[src/rtl/mura_pkg.sv]
// Shared definitions for the mura step arbiter slice.
// Contents:
//   mura_state_e  - arbiter FSM state encoding (3 bits)
//   MURA_N_REQ    - default requester count
//   MURA_SETTLE   - default settle interval between step and y sample
//   mura_idx_w()  - width of a requester index for a given requester count
package mura_pkg;

  typedef enum logic [2:0] {
    ST_IDLE   = 3'd0,
    ST_GRANT  = 3'd1,
    ST_ISSUE  = 3'd2,
    ST_WAIT   = 3'd3,
    ST_REPORT = 3'd4
  } mura_state_e;

  localparam int MURA_N_REQ  = 4;
  localparam int MURA_SETTLE = 2;

  // Index width; never below 1 bit so that degenerate counts still elaborate.
  function automatic int mura_idx_w(input int n);
    return (n < 2) ? 1 : $clog2(n);
  endfunction

endpackage

[src/rtl/mura_step_arbiter_if.sv]
// Client-side bundle of the mura step arbiter.
// Signals:
//   req    - per-requester request level, held until its gnt
//   req_a  - per-requester step input bit
//   gnt    - one-hot, one-cycle grant
//   done   - one-hot, one-cycle completion
//   y_out  - sampled automaton output, valid with done, held afterwards
//   busy   - arbiter is in any state other than IDLE
// Modports: master = client logic, slave = arbiter.
interface mura_step_arbiter_if
  import mura_pkg::*;
#(
  parameter int N_REQ = MURA_N_REQ
) ();

  logic [N_REQ-1:0] req;
  logic [N_REQ-1:0] req_a;
  logic [N_REQ-1:0] gnt;
  logic [N_REQ-1:0] done;
  logic             y_out;
  logic             busy;

  modport master (
    output req, req_a,
    input  gnt, done, y_out, busy
  );

  modport slave (
    input  req, req_a,
    output gnt, done, y_out, busy
  );

endinterface

[src/rtl/mura_rr_pick.sv]
// Combinational round-robin picker.
// Ports:
//   req   in  N_REQ - request vector
//   last  in  IW    - index granted most recently (lowest priority)
//   any   out 1     - at least one request present
//   idx   out IW    - winner; search starts at last+1 and wraps
module mura_rr_pick
  import mura_pkg::*;
#(
  parameter int N_REQ = MURA_N_REQ,
  localparam int IW   = mura_idx_w(N_REQ)
) (
  input  logic [N_REQ-1:0] req,
  input  logic [IW-1:0]    last,
  output logic             any,
  output logic [IW-1:0]    idx
);

  logic [IW-1:0] cand;

  // Walk from the farthest offset down to the nearest one so that the
  // candidate closest to last+1 overwrites any earlier hit.
  always_comb begin
    any  = 1'b0;
    idx  = '0;
    cand = '0;
    for (int off = N_REQ; off >= 1; off--) begin
      cand = IW'((int'(last) + off) % N_REQ);
      if (req[cand]) begin
        any = 1'b1;
        idx = cand;
      end
    end
  end

endmodule

[src/rtl/mura_step_arbiter.sv]
// Round-robin arbiter/sequencer sharing one Moore step automaton among
// N_REQ requesters. Each grant issues exactly one en-qualified step with the
// winner's input bit, waits SETTLE cycles, samples the automaton output and
// reports it back with a one-hot done.
// Ports:
//   clk      in  - rising-edge clock
//   rst_n    in  - asynchronous active-low reset
//   bus      slave modport of mura_step_arbiter_if (req/req_a/gnt/done/y_out/busy)
//   step_en  out - automaton en, high only in ISSUE
//   step_a   out - automaton a, valid only in ISSUE (0 otherwise)
//   mura_y   in  - automaton y
// All outputs come straight from registers; nothing combinational from req.
module mura_step_arbiter
  import mura_pkg::*;
#(
  parameter int N_REQ  = MURA_N_REQ,
  parameter int SETTLE = MURA_SETTLE
) (
  input  logic                 clk,
  input  logic                 rst_n,
  mura_step_arbiter_if.slave   bus,
  output logic                 step_en,
  output logic                 step_a,
  input  logic                 mura_y
);

  localparam int IW = mura_idx_w(N_REQ);

  generate
    if (SETTLE < 1 || SETTLE > 15) begin : g_settle_range
      $error("mura_step_arbiter: SETTLE must be in 1..15");
    end
    if (N_REQ < 2 || N_REQ > 8) begin : g_nreq_range
      $error("mura_step_arbiter: N_REQ must be in 2..8");
    end
  endgenerate

  mura_state_e      state_reg;
  logic [IW-1:0]    idx_reg;
  logic [IW-1:0]    last_reg;
  logic             a_q_reg;
  logic [3:0]       cnt_reg;
  logic [N_REQ-1:0] gnt_reg;
  logic [N_REQ-1:0] done_reg;
  logic             y_out_reg;
  logic             busy_reg;
  logic             step_en_reg;
  logic             step_a_reg;

  logic             pick_any;
  logic [IW-1:0]    pick_idx;

  // Single picker serves both IDLE and REPORT; in REPORT last already holds
  // the finishing requester, which makes it lowest priority.
  mura_rr_pick #(.N_REQ(N_REQ)) u_pick (
    .req  (bus.req),
    .last (last_reg),
    .any  (pick_any),
    .idx  (pick_idx)
  );

  function automatic logic [N_REQ-1:0] onehot(input logic [IW-1:0] i);
    onehot    = '0;
    onehot[i] = 1'b1;
  endfunction

  always_ff @(posedge clk or negedge rst_n) begin
    if (!rst_n) begin
      state_reg   <= ST_IDLE;
      idx_reg     <= '0;
      last_reg    <= IW'(N_REQ - 1);
      a_q_reg     <= 1'b0;
      cnt_reg     <= '0;
      gnt_reg     <= '0;
      done_reg    <= '0;
      y_out_reg   <= 1'b0;
      busy_reg    <= 1'b0;
      step_en_reg <= 1'b0;
      step_a_reg  <= 1'b0;
    end else begin
      // Pulse outputs default low; the state that owns them re-asserts.
      gnt_reg     <= '0;
      done_reg    <= '0;
      step_en_reg <= 1'b0;
      step_a_reg  <= 1'b0;
      case (state_reg)
        ST_IDLE, ST_REPORT: begin
          if (pick_any) begin
            idx_reg   <= pick_idx;
            a_q_reg   <= bus.req_a[pick_idx];
            gnt_reg   <= onehot(pick_idx);
            busy_reg  <= 1'b1;
            state_reg <= ST_GRANT;
          end else begin
            busy_reg  <= 1'b0;
            state_reg <= ST_IDLE;
          end
        end
        ST_GRANT: begin
          last_reg    <= idx_reg;
          step_en_reg <= 1'b1;
          step_a_reg  <= a_q_reg;
          state_reg   <= ST_ISSUE;
        end
        ST_ISSUE: begin
          // The automaton steps on this edge; count the settle cycles after it.
          cnt_reg   <= 4'(SETTLE - 1);
          state_reg <= ST_WAIT;
        end
        ST_WAIT: begin
          if (cnt_reg == 4'd0) begin
            y_out_reg <= mura_y;
            done_reg  <= onehot(idx_reg);
            state_reg <= ST_REPORT;
          end else begin
            cnt_reg <= cnt_reg - 4'd1;
          end
        end
        default: begin
          busy_reg  <= 1'b0;
          state_reg <= ST_IDLE;
        end
      endcase
    end
  end

  assign bus.gnt   = gnt_reg;
  assign bus.done  = done_reg;
  assign bus.y_out = y_out_reg;
  assign bus.busy  = busy_reg;
  assign step_en   = step_en_reg;
  assign step_a    = step_a_reg;

endmodule

[src/flat_wrapper.sv]
// flat-port wrapper written by rule: the top's interface ports become plain ports
module mura_step_arbiter_flat import mura_pkg::*;
#(
  parameter int N_REQ  = MURA_N_REQ,
  parameter int SETTLE = MURA_SETTLE
)
  (clk, rst_n, step_en, step_a, mura_y, bus_req, bus_req_a, bus_gnt, bus_done, bus_y_out, bus_busy);
  mura_step_arbiter_if #(.N_REQ(N_REQ)) bus_i ();
  input  logic clk;
  input  logic rst_n;
  output logic step_en;
  output logic step_a;
  input  logic mura_y;
  input wire logic [$bits(bus_i.req)-1:0] bus_req;
  input wire logic [$bits(bus_i.req_a)-1:0] bus_req_a;
  output wire logic [$bits(bus_i.gnt)-1:0] bus_gnt;
  output wire logic [$bits(bus_i.done)-1:0] bus_done;
  output wire logic [$bits(bus_i.y_out)-1:0] bus_y_out;
  output wire logic [$bits(bus_i.busy)-1:0] bus_busy;
  assign bus_i.req = bus_req;
  assign bus_i.req_a = bus_req_a;
  assign bus_gnt = bus_i.gnt;
  assign bus_done = bus_i.done;
  assign bus_y_out = bus_i.y_out;
  assign bus_busy = bus_i.busy;
  mura_step_arbiter #(.N_REQ(N_REQ), .SETTLE(SETTLE)) u_core (.clk(clk), .rst_n(rst_n), .bus(bus_i), .step_en(step_en), .step_a(step_a), .mura_y(mura_y));
endmodule
[config.mk]
export PLATFORM = sky130hd
export DESIGN_NAME = mura_step_arbiter_flat
export DESIGN_NICKNAME = d
export VERILOG_FILES = /design/src/rtl/mura_pkg.sv /design/src/rtl/mura_step_arbiter_if.sv /design/src/rtl/mura_rr_pick.sv /design/src/rtl/mura_step_arbiter.sv /design/src/flat_wrapper.sv
export SDC_FILE = /design/constraint.sdc
export NUM_CORES = 1
export LEC_CHECK = 0
export CAP_MARGIN = 25
export CORE_MARGIN = 2
export CORE_UTILIZATION = 53
export CTS_CLUSTER_DIAMETER = 40
export CTS_CLUSTER_SIZE = 12
export DETAILED_ROUTE_END_ITERATION = 8
export PLACE_DENSITY = 0.9
export SYNTH_ARGS = -nofsm -noshare
export SYNTH_HDL_FRONTEND = slang
export SYNTH_HIERARCHICAL = 1
export SYNTH_SLANG_ARGS = --single-unit
[constraint.sdc]
create_clock -name clk -period 3.15 [get_ports clk]
set_clock_uncertainty 0.1 [all_clocks]
set_input_delay 0.63 -clock clk [delete_from_list [all_inputs] [get_ports clk]]
set_output_delay 0.63 -clock clk [all_outputs]
set_load 0.03 [all_outputs]
Word-level counts from Yosys, hierarchy flattened
Index checks and enable logic that the tools add are counted.
{"block": "totals", "register_bits": 24, "elab_cells": 75, "output_inout_bits": 12, "in_bits": 11}
{"block": "classes", "magnitude_cmp": 8, "reduce_logical": 10, "n_eq_ne": 6, "mux": 35, "add_sub_neg": 5}
{"cell": "2-to-1 mux 4 bit", "count": 5}
{"cell": "< comparator 2 x 3 -> 1 bit (second input constant)", "count": 6}
{"cell": "2-to-1 mux 1 bit", "count": 15}
{"cell": "case mux 3 bit (4 select lines)", "count": 1}
{"cell": "binary-select mux 1 bit (select 2 bit)", "count": 5}
{"cell": "2-to-1 mux 2 bit", "count": 4}
{"cell": "case mux 4 bit (2 select lines)", "count": 1}
{"cell": "equality test 3 x 2 -> 1 bit (second input constant)", "count": 2}
{"cell": "AND reduction 2 bit", "count": 3}
{"cell": "adder 2 x 1 -> 2 bit (second input constant)", "count": 2}
{"cell": "adder 2 bit (second input constant)", "count": 2}
{"cell": "demux 1 bit (select 2 bit)", "count": 2}
{"cell": ">= comparator 2 x 1 -> 1 bit (second input constant)", "count": 2}
{"cell": "logical NOT 4 bit", "count": 1}
{"cell": "subtractor 4 x 1 -> 4 bit (second input constant)", "count": 1}
{"cell": "equality test 3 x 1 -> 1 bit (second input constant)", "count": 1}
{"cell": "equality test 3 bit (second input constant)", "count": 1}
{"cell": "logical NOT 3 bit", "count": 1}
{"cell": "2-to-1 mux 3 bit", "count": 1}
{"cell": "OR reduction 3 bit", "count": 1}
{"cell": "logical AND 1 bit", "count": 2}
{"cell": "!= test 2 x 1 -> 1 bit (second input constant)", "count": 1}
{"cell": "!= test 2 bit (second input constant)", "count": 1}
{"cell": "case mux 1 bit (2 select lines)", "count": 1}
{"cell": "other kinds (2)", "count": 2}

Longest topological paths before layout
{"block": "depth", "ltp_word": 13, "mapped_depth": 6, "ltp_nobuf": 6}

Modules after synthesis
Netlist, hierarchy kept.
{"mod": "mura_step_arbiter", "area_each_um2": 1009.7, "cells_each": 75, "seq_area_each_um2": 603.1, "n_inst": 1}
{"mod": "mura_rr_pick", "area_each_um2": 91.3, "cells_each": 14, "seq_area_each_um2": 0.0, "n_inst": 1}

Worst setup path after synthesis
Ideal clock, no wire load.
{"block": "synth_path", "path_type": "in2reg", "from": "input bus_req[2]", "to": "register u_core.a_q_reg", "arrival_time_ns": 1.900, "setup_time_ns": 0.125, "t_required_ns": 2.925, "cell_stages": 5, "path_buffers": 0, "path_slack_ns": 1.025, "path_cell_list": "and2b_1 a21oi_2 o221ai_2 mux4_2 mux2_4"}
{"block": "synth_between", "elab_chain_len": 8, "elab_cells_between_ends": 19}
{"element": "start, declared", "line_no": "flat_wrapper.sv:14", "rtl": "input wire logic [$bits(bus_i.req)-1:0] bus_req;"}
{"element": "binary-select mux 1 bit (select 2 bit)", "line_no": "mura_rr_pick.sv:29", "rtl": "if (req[cand]) begin"}
{"element": "2-to-1 mux 1 bit (not written as such)", "line_no": "mura_rr_pick.sv:29"}
{"element": "2-to-1 mux 2 bit (3 in a row)", "line_no": "mura_rr_pick.sv:29"}
{"element": "2-to-1 mux 2 bit (*)", "line_no": "mura_rr_pick.sv:29"}
{"element": "via u_core.pick_idx[0]", "line_no": "mura_step_arbiter.sv:51", "rtl": "logic [IW-1:0] pick_idx;"}
{"element": "binary-select mux 1 bit (select 2 bit) (*)", "line_no": "mura_step_arbiter.sv:90", "rtl": "a_q_reg <= bus.req_a[pick_idx];"}
{"element": "2-to-1 mux 1 bit (not written as such) (*)", "line_no": "mura_step_arbiter.sv:90"}
{"element": "end signal, assigned", "line_no": "mura_step_arbiter.sv:90"}
{"element": "end, declared", "line_no": "mura_step_arbiter.sv:41", "rtl": "logic a_q_reg;"}
Mark *: on every way through the listed nets, which the timed path passes. The rest lies on a longest branch. The select of a mux whose other input is x is not followed.
A chain may end at the register's enable or synchronous reset.

Worst setup path after layout
Ends and elaborated chain as after synthesis.

==> flow_summary.json <==
{
  "drt_iter0_markers": 1,
  "layout_common_cells": "22 x clkdlybuf4s50_1, 22 x dfrtp_1, 6 x nand2_1",
  "viasPerCell": 5.40,
  "dp.final_hpwl_um": 1480,
  "cts_buffer_depth": 2,
  "reg2reg_setup_slack_ns": 1.05,
  "finalPower_mw": 1.21,
  "die_h_um": 49.6,
  "ys_types": 40,
  "clock_latency_ns": 0.31,
  "crit_buf_inv": 1,
  "drt_wl_total_um": 1910,
  "swShare_pct": 37.4,
  "ir_worst_vdd_mv": 0.595,
  "cpMaxStageDelayCell": "mux4_2",
  "cp_slowest_stage_delay_ns": 0.54,
  "synth_edf_count": 0,
  "synth_flop_cell": "dfrtp_1",
  "initial_utilization_pct": 56.1,
  "num_rows": 16,
  "cp.required_ns": 3.27,
  "gr-usage-all-layers_pct": 17.8,
  "yosysSeqAreaShare_pct": 54.8,
  "fin_hold_ws_ns": 0.410,
  "start_kind": "primary input",
  "critical_path.top_delay_family": "multiplexers",
  "nets": 127,
  "combPwrFrac_pct": 44.3,
  "final.setup.tns_ns": 0,
  "grt_max_degree": 25,
  "wl_per_cell_um": 13.5,
  "chipWidth_um": 49.6,
  "cts_setup_buffers": 0,
  "clockRootBuffer": "clkbuf_4",
  "synth_cells": 89,
  "postRouteAntennaNets": 0,
  "grt_pass1_vias": 760,
  "diodes": 0,
  "cts-hold-fix-buffers": 0,
  "drv_slew": 0,
  "worst_slew_pin_slew_ns": 0.467,
  "pwr_density_cell_nw_per_um2": 880,
  "p_int_mw": 0.755,
  "r2r_cells": 5,
  "gp_congestion": 0.740,
  "port_buffers": 22,
  "dieArea_sq_um": 2460,
  "placedInstanceArea_sq_um": 1340,
  "fin_ws_ns": 0.790,
  "synthMuxAreaShare_pct": 10.1,
  "drive_gt1_share_pct": 18.4,
  "yosys_warnings": 6,
  "switching_power_mw": 0.451,
  "finalInstanceArea_sq_um": 1370,
  "numCtsBuffers": 3,
  "total_leakage_power_nw": 0.612,
  "dr.pass1.iters": 4,
  "drc": 0,
  "cts_tree": "built",
  "cp-startpoint": "bus_req[2]",
  "worstSetupEndpoint": "u_core/a_q_reg",
  "vias": 761,
  "syn_nets": 101,
  "coreArea_sq_um": 1960,
  "synth_xor_area_share_pct": 0,
  "clk_pin_slew_ns": 0.13,
  "synth_area_per_cell_sq_um": 12.4,
  "hold_viol": 0,
  "synth_compound_area_share_pct": 7.84,
  "io_pins": 23,
  "grt.overflow.total": 0,
  "max_cap_violations": 0,
  "slew_headroom_pct": 68.9,
  "fmax_mhz": 424,
  "cts-htree-levels": 1,
  "critPathArrivalTime_ns": 2.48,
  "setup_viol": 0,
  "period_minus_slack_ns": 2.36,
  "synthAdderAreaFrac_pct": 1.14,
  "grt_pass1_wl_um": 3290,
  "min_from": "u_core/a_q_reg",
  "cp-end-kind": "register",
  "cp_max_fo": 6,
  "status": "finished, final reports clean",
  "antenna_found_initial": 0,
  "r2r-start": "u_core/last_reg[1]",
  "critical_path_depth": 6,
  "grt_setup_unrepaired": "false",
  "critPathKind": "in2reg",
  "ys_ff_latch": 24,
  "areaGrowthSynthToFinish_pct": 24.4,
  "rr_endpoint": "u_core/a_q_reg",
  "pre_cts_ws_ns": 0.425,
  "post-route-period-util_pct": 74.9,
  "clkPwrFrac_pct": 11.2,
  "clock_sinks": 24,
  "async_flop_share_pct": 100,
  "hold_class": "reg2reg",
  "cts-resized-gates": 0,
  "p_seq_share_pct": 44.4,
  "yosys.area_share.simple_pct": 23.1,
  "synth_top_family_by_area": "simple AND/OR/NAND/NOR gates",
  "crit_chain": "clkdlybuf4s50_1 > and2b_1 > a21oi_2 > o221ai_2 > mux4_2 > mux2_4",
  "synth_area_sq_um": 1100
}
## power groups by stage
stage               Clock (mW)  Sequential (mW)  Combinational [mW]
floorplan                    0            0.573               0.355
global placement             0            0.534               0.516
detailed placement           0            0.545               0.540
CTS                      0.145            0.538               0.541
global route             0.153            0.552               0.578
finish                   0.136            0.536               0.534
## worst min path at each step
stage,endpoint,slack (ns),depth (start not counted)
6_report,u_core/step_a,0.41,1
2_1_floorplan,u_core/a_q_reg,0.23,0
5_1_grt,u_core/step_a,0.43,1
3_5_place_dp,u_core/step_a,0.38,1
4_1_cts,u_core/step_a,0.41,1
3_3_place_gp,u_core/bus.y_out,0.37,1
## metrics by stage
| step | util (%) | cells |
|---|---|---|
| after floorplan | - | 89 |
| after global placement | 68.5 | 137 |
| after detailed placement | 68.5 | 137 |
| after CTS | 69.8 | 141 |
| after global routing | 69.8 | 141 |
| final | 69.8 | 141 |
## synthesized netlist by cell type, drive strengths merged, types with 2 or more instances
cell type / instances / area (sq um)
nor3b: 5 / 48.8
buf: 2 / 18.8
nor3: 5 / 25.0
nand3: 2 / 15.0
inv: 4 / 15.0
dfstp: 2 / 52.6
and3: 4 / 26.3
a21oi: 4 / 23.8
nor2b: 2 / 20.0
nor2: 4 / 17.5
o221ai: 2 / 23.8
nand2: 6 / 22.5
and2b: 2 / 17.5
mux2: 6 / 78.8
nand2b: 4 / 25.0
and2: 2 / 12.5
dfrtp: 22 / 551
## worst register-to-register path, stage by stage, from the launching register on
cell	delay, ns
dfstp_2	0.60
nand2b_1	0.14
a21oi_2	0.07
o221ai_2	0.30
mux4_2	0.55
mux2_4	0.26
## layer usage
| layer | track usage, % | up-vias | share of wire [%] |
|---|---|---|---|
| met3 | 6.36 | 2 | 3.9 |
| met2 | 31.3 | 13 | 54 |
| met1 | 20.1 | 379 | 41 |
| met4 | 5.56 | 0 | 1.1 |
| met5 | 0 | - | 0 |
| li1 | - | 367 | - |
## cells by family (layout without fill, tap and decap cells)
kind of cell,count (synthesis),after routing
buf+inv,6,31
compound gates,11,11
fa+ha+maj,1,1
flops,24,24
simple gates,39,39
mux,8,8
## cell type report
| type | count | area (sq um) |
|---|---|---|
| multi-input cells | 59 | 464 |
| inverters | 4 | 15.0 |
| repair buffers | 23 | 228 |
| fillers | 155 | 592 |
| well taps | 27 | 33.8 |
| flip-flops and latches | 24 | 603 |
| clock buffers | 4 | 26.3 |
No activity file was read; power rests on OpenSTA's default activity.
